$ cat config.mk
export PLATFORM = sky130hd
export DESIGN_NAME = dot_product
export DESIGN_NICKNAME = d
export VERILOG_FILES = /design/src/rtl/simd_pkg.sv /design/src/rtl/dot_product_lane.sv /design/src/rtl/dot_product.sv
export SDC_FILE = /design/constraint.sdc
export NUM_CORES = 2
export LEC_CHECK = 0
export ABC_AREA = 1
export CORE_AREA = 8 8 398 400
export CTS_BUF_LIST = sky130_fd_sc_hd__clkbuf_8 sky130_fd_sc_hd__clkbuf_16
export DETAILED_ROUTE_END_ITERATION = 16
export DIE_AREA = 0 0 406 408
export GPL_TIMING_DRIVEN = 0
export HOLD_SLACK_MARGIN = 0.08
export PLACE_DENSITY = 0.72
export SLEW_MARGIN = 20
export SYNTH_ARGS = -nofsm -noshare
export SYNTH_HDL_FRONTEND = slang
export SYNTH_SLANG_ARGS = --single-unit
$ cat constraint.sdc
create_clock -name clk -period 1.3 [get_ports clk]
set_input_delay 0.325 -clock clk [delete_from_list [all_inputs] [get_ports clk]]
set_output_delay 0.325 -clock clk [all_outputs]
set_load 0.02 [all_outputs]
$ cat src/rtl/simd_pkg.sv
// Shared SIMD vector-unit definitions: default operand geometry and the matrix element type.
package simd_pkg;

  localparam int WIDTH_V     = 128;
  localparam int BITS_INDEX  = 8;
  localparam int MATRIX_SIZE = 4;

  typedef logic [BITS_INDEX-1:0] elem_t;

endpackage

$ cat src/rtl/dot_product_lane.sv
// One output element of C: row of A dotted with column of B, wrapped to BITS_INDEX bits.
module dot_product_lane #(
  parameter int BITS_INDEX  = simd_pkg::BITS_INDEX,
  parameter int MATRIX_SIZE = simd_pkg::MATRIX_SIZE
) (
  input  logic [MATRIX_SIZE*BITS_INDEX-1:0] row,
  input  logic [MATRIX_SIZE*BITS_INDEX-1:0] col,
  output logic [BITS_INDEX-1:0]             sum
);
  import simd_pkg::*;

  // Only the low BITS_INDEX bits of each product can reach the wrapped sum.
  always_comb begin
    logic [2*BITS_INDEX-1:0] prod;
    prod = '0;
    sum  = '0;
    for (int unsigned k = 0; k < MATRIX_SIZE; k++) begin
      prod = {{BITS_INDEX{1'b0}}, row[k*BITS_INDEX +: BITS_INDEX]} *
             {{BITS_INDEX{1'b0}}, col[k*BITS_INDEX +: BITS_INDEX]};
      sum  = sum + prod[BITS_INDEX-1:0];
    end
  end

endmodule

$ cat src/rtl/dot_product.sv
// Matrix product C = A x B on flattened NxN operands, wrapped per element, one register stage.
module dot_product #(
  parameter int WIDTH_V     = simd_pkg::WIDTH_V,
  parameter int BITS_INDEX  = simd_pkg::BITS_INDEX,
  parameter int MATRIX_SIZE = simd_pkg::MATRIX_SIZE
) (
  input  logic               clk,
  input  logic               rst_n,
  input  logic               in_valid,
  input  logic [WIDTH_V-1:0] a,
  input  logic [WIDTH_V-1:0] b,
  output logic [WIDTH_V-1:0] result,
  output logic               out_valid
);
  import simd_pkg::*;

  localparam int ROW_W = MATRIX_SIZE * BITS_INDEX;

  if (MATRIX_SIZE * MATRIX_SIZE * BITS_INDEX != WIDTH_V) begin : g_bad_cfg
    $fatal(1, "dot_product: MATRIX_SIZE^2 * BITS_INDEX must equal WIDTH_V");
  end

  logic [ROW_W-1:0]   col_bus [MATRIX_SIZE];
  logic [WIDTH_V-1:0] c_next;

  // Rows of A are contiguous slices; columns of B are strided and gathered here.
  always_comb begin
    for (int unsigned j = 0; j < MATRIX_SIZE; j++) begin
      col_bus[j] = '0;
      for (int unsigned k = 0; k < MATRIX_SIZE; k++) begin
        col_bus[j][k*BITS_INDEX +: BITS_INDEX] = b[(k*MATRIX_SIZE + j)*BITS_INDEX +: BITS_INDEX];
      end
    end
  end

  for (genvar i = 0; i < MATRIX_SIZE; i++) begin : g_row
    for (genvar j = 0; j < MATRIX_SIZE; j++) begin : g_col
      dot_product_lane #(
        .BITS_INDEX  (BITS_INDEX),
        .MATRIX_SIZE (MATRIX_SIZE)
      ) u_lane (
        .row (a[i*ROW_W +: ROW_W]),
        .col (col_bus[j]),
        .sum (c_next[(i*MATRIX_SIZE + j)*BITS_INDEX +: BITS_INDEX])
      );
    end
  end

  always_ff @(posedge clk or negedge rst_n) begin
    if (!rst_n) begin
      result    <= '0;
      out_valid <= 1'b0;
    end else begin
      out_valid <= in_valid;
      if (in_valid) result <= c_next;
    end
  end

endmodule

==> metrics <==
status complete, but fails checks; violated checks negative setup slack; Finish-stage setup viols between 200 and 300; DRC violations left 0; Initial DRC Count approximately 8400; total grt overflow 0; Pins Over Slew Limit 0; Top Metal Used met5; max cap viols 0; wire per inst 29.1 um; Die Y 408 um; Synth top area share between 30% and 40%; Pwr Total 279000 uW; fmax 0.146 GHz; number of synthesized flops with an enable pin 0; DRT Pass-1 Iters 13; CP max-delay cell fa_2; nets 14113; DP HPWL 320000 um; Skew-Pair Late Insertion Delay 0.51 ns; sequential fraction of the synthesis area 4.28%; CTS tree built; synth warn 0; via count 75865; Max H-tree Level 4; Sequential Power Share around 2.7%; worst-path maximum fanout 10; synth top area cells fa_1 (31%), nand2_1 (19%), ha_1 (17%), inv_1 (16%), dfrtp_1 (4.3%); remaining antenna violation count 0; setup ws final -5.56 ns; area grow syn2layout 26.4%; count leader, synth nand2_1; antenna violations before repair 29; combinational fraction of design power between 90% and 100%; largest net degree at the start of global routing 90; Total GRT Usage between 40% and 50%; CP max stage delay 0.72 ns; Worst slew margin 17.4%; filler cell count roughly 14000; RSZ-0062 raised after global routing true; first-pass GRT wire length 537000 um; final cycle utilization of the critical path 528%; GP Congestion about 1.1; core area 153000 um^2; worst hold path type input port to flop; dpl cells 13259; startpoint types input port; pwr dens about 3000 nW/um^2; WL final between 400000 and 500000 um; DR vias/cell 5.51; Leak approximately 0.058 uW; syn_area_per_cell 6.90 um^2; initial core utilization 49.4%; fin cells 13781; die area approximately 170000 um^2; switching share of power 56.7%; CTS sink count 129; WP data arrival ~7.3 ns; row cnt 144; number of port buffers around 290; Post-Syn Area 75400 um^2; CP endpoint kind flop; total CTS buffers 17; share of post-route cells with drive strength above 1 17.7%; I/O pin count 388; fraction of registers with async set/reset 100%; Slew @ Worst Pin 1.24 ns; CP most frequent cell nand2_2; met2 wire length 169000 um; clk root buf clkbuf_16; Setup Skew 0 ns; required time worst endpoint 1.76 ns; Mapped Cells 10923; Yosys cell types 29; Top FF cell, synth dfrtp_1; post-synth top area cell fa_1; endpoints failing hold 0; Reg clk slew, reported paths 0.08 ns; Internal 121000 uW; Chip Width 406 um; metal3 WL slightly below 50000 um; M1 WL approximately 130000 um; VDD IR max just over 7 mV; vias in the first global route 74858; synth cell count leaders nand2_1 (3724), inv_1 (3265), fa_1 (1152); Synth Register Bits 129; switching power between 150000 and 200000 uW; syn nets 13342; Crit Path Category input port to flop; clock buffer depth 2; Tmin final 6.86 ns; clock power share 1.8%
==> routing by layer <==
layer  vias to the layer above  GRT usage (%)
met5                         -           1.23
met4                        16           43.4
met1                     37014           52.3
li1                      32331              -
met3                      1535           15.5
met2                      4969           70.0
==> power groups by stage <==
stage	Clock, uW	Sequential [uW]	Combinational, uW
2_1_floorplan	0	9670	134000
3_3_place_gp	0	7290	180000
3_5_place_dp	0	7360	185000
4_1_cts	5100	7420	243000
5_1_grt	5140	7640	284000
6_report	5000	7470	267000
==> stage by stage <==
step                instance area, um^2  TNS [ns]  hold slack (ns)  utilization (%)  setup slack (ns)
finish                            95300   -504.41            0.262             62.5             -5.56
global route                      95300   -515.29            0.279             62.4             -5.58
CTS                               91600   -504.49            0.230             60.0             -5.42
detailed placement                84300   -641.80            0.230             55.3             -8.20
global placement                  84200  -1333.82            0.454             55.2             -8.40
floorplan                         78800   -385.78           0.0294                -             -4.81
==> final cells by class <==
type                            count  area (um^2)  area share [%]
Multi-Input combinational cell   7034        61800            64.9
Inverter                         3266        12300            12.9
Timing Repair Buffer              753         7710            8.09
Buffer                            493         7070            7.41
Sequential cell                   129         3230            3.39
Tap cell                         2044         2560            2.68
Clock buffer                       17          425           0.446
Clock inverter                     14          118           0.123
Antenna cell                       31         77.6          0.0814
==> worst paths after layout <==
path / endpoint / slack, ns / depth (start not counted) / startpoint
min in group asynchronous: result[33]$_DFFE_PN0P_ / 0.27 / 2 / rst_n
max in group asynchronous: result[7]$_DFFE_PN0P_ / 0.13 / 3 / rst_n
min: out_valid$_DFF_PN0_ / 0.26 / 1 / in_valid
min reg2reg: result[80]$_DFFE_PN0P_ / 0.47 / 2 / result[80]$_DFFE_PN0P_
max reg2reg: result[14]$_DFFE_PN0P_ / 0.56 / 2 / result[14]$_DFFE_PN0P_
max: result[31]$_DFFE_PN0P_ / -5.56 / 30 / b[61]
==> logic make-up (layout without fill, tap and decap cells) <==
logic type               after synthesis  after routing  share of synthesized area [%]
AND/OR/NAND/NOR                     4229           4229                           22.1
AO/OA/AOI/OAI                         80             80                          0.573
XOR/XNOR                             565            565                           6.58
adder cells (fa/ha/maj)             2160           2160                           47.3
flip-flops                           129            129                           4.28
other                                  0             31                              0
buffers and inverters               3760           4543                           19.1
==> registers in the layout, indices dropped and copies added (netlist names) <==
register / flops
result: 128
out_valid: 1
==> cells in the final DEF (no fill, tap or decap), types with 90 or more instances in the layout <==
| master | instances |
|---|---|
| inv_2 | 258 |
| inv_1 | 2994 |
| xor2_1 | 273 |
| dfrtp_1 | 129 |
| nand2_4 | 93 |
| buf_12 | 144 |
| xnor2_1 | 272 |
| clkdlybuf4s50_1 | 168 |
| fa_2 | 232 |
| buf_8 | 90 |
| nand2_2 | 152 |
| ha_4 | 114 |
| fa_1 | 920 |
| ha_1 | 889 |
| buf_6 | 175 |
| clkbuf_16 | 102 |
| nand3_1 | 291 |
| buf_4 | 338 |
| nand2_1 | 3479 |
==> worst max-delay path, delay by kind of cell <==
kind,cells,cell delay (ns)
adder cells (fa/ha/maj),9,4.07
AO/OA/AOI/OAI,1,0.17
buffers and inverters,8,1.53
AND/OR/NAND/NOR,12,1.16
==> repair_timing <==
| action | CTS | global route |
|---|---|---|
| setup buffers | 318 | 166 |
| pin swaps | 484 | 570 |
| gates resized for setup | 1556 | 794 |
| hold endpoints to repair | 54 | 0 |
| hold buffers | 1 | 0 |
| endpoints found under the setup margin | 257 | 257 |
(Power assumes the default switching activity.)
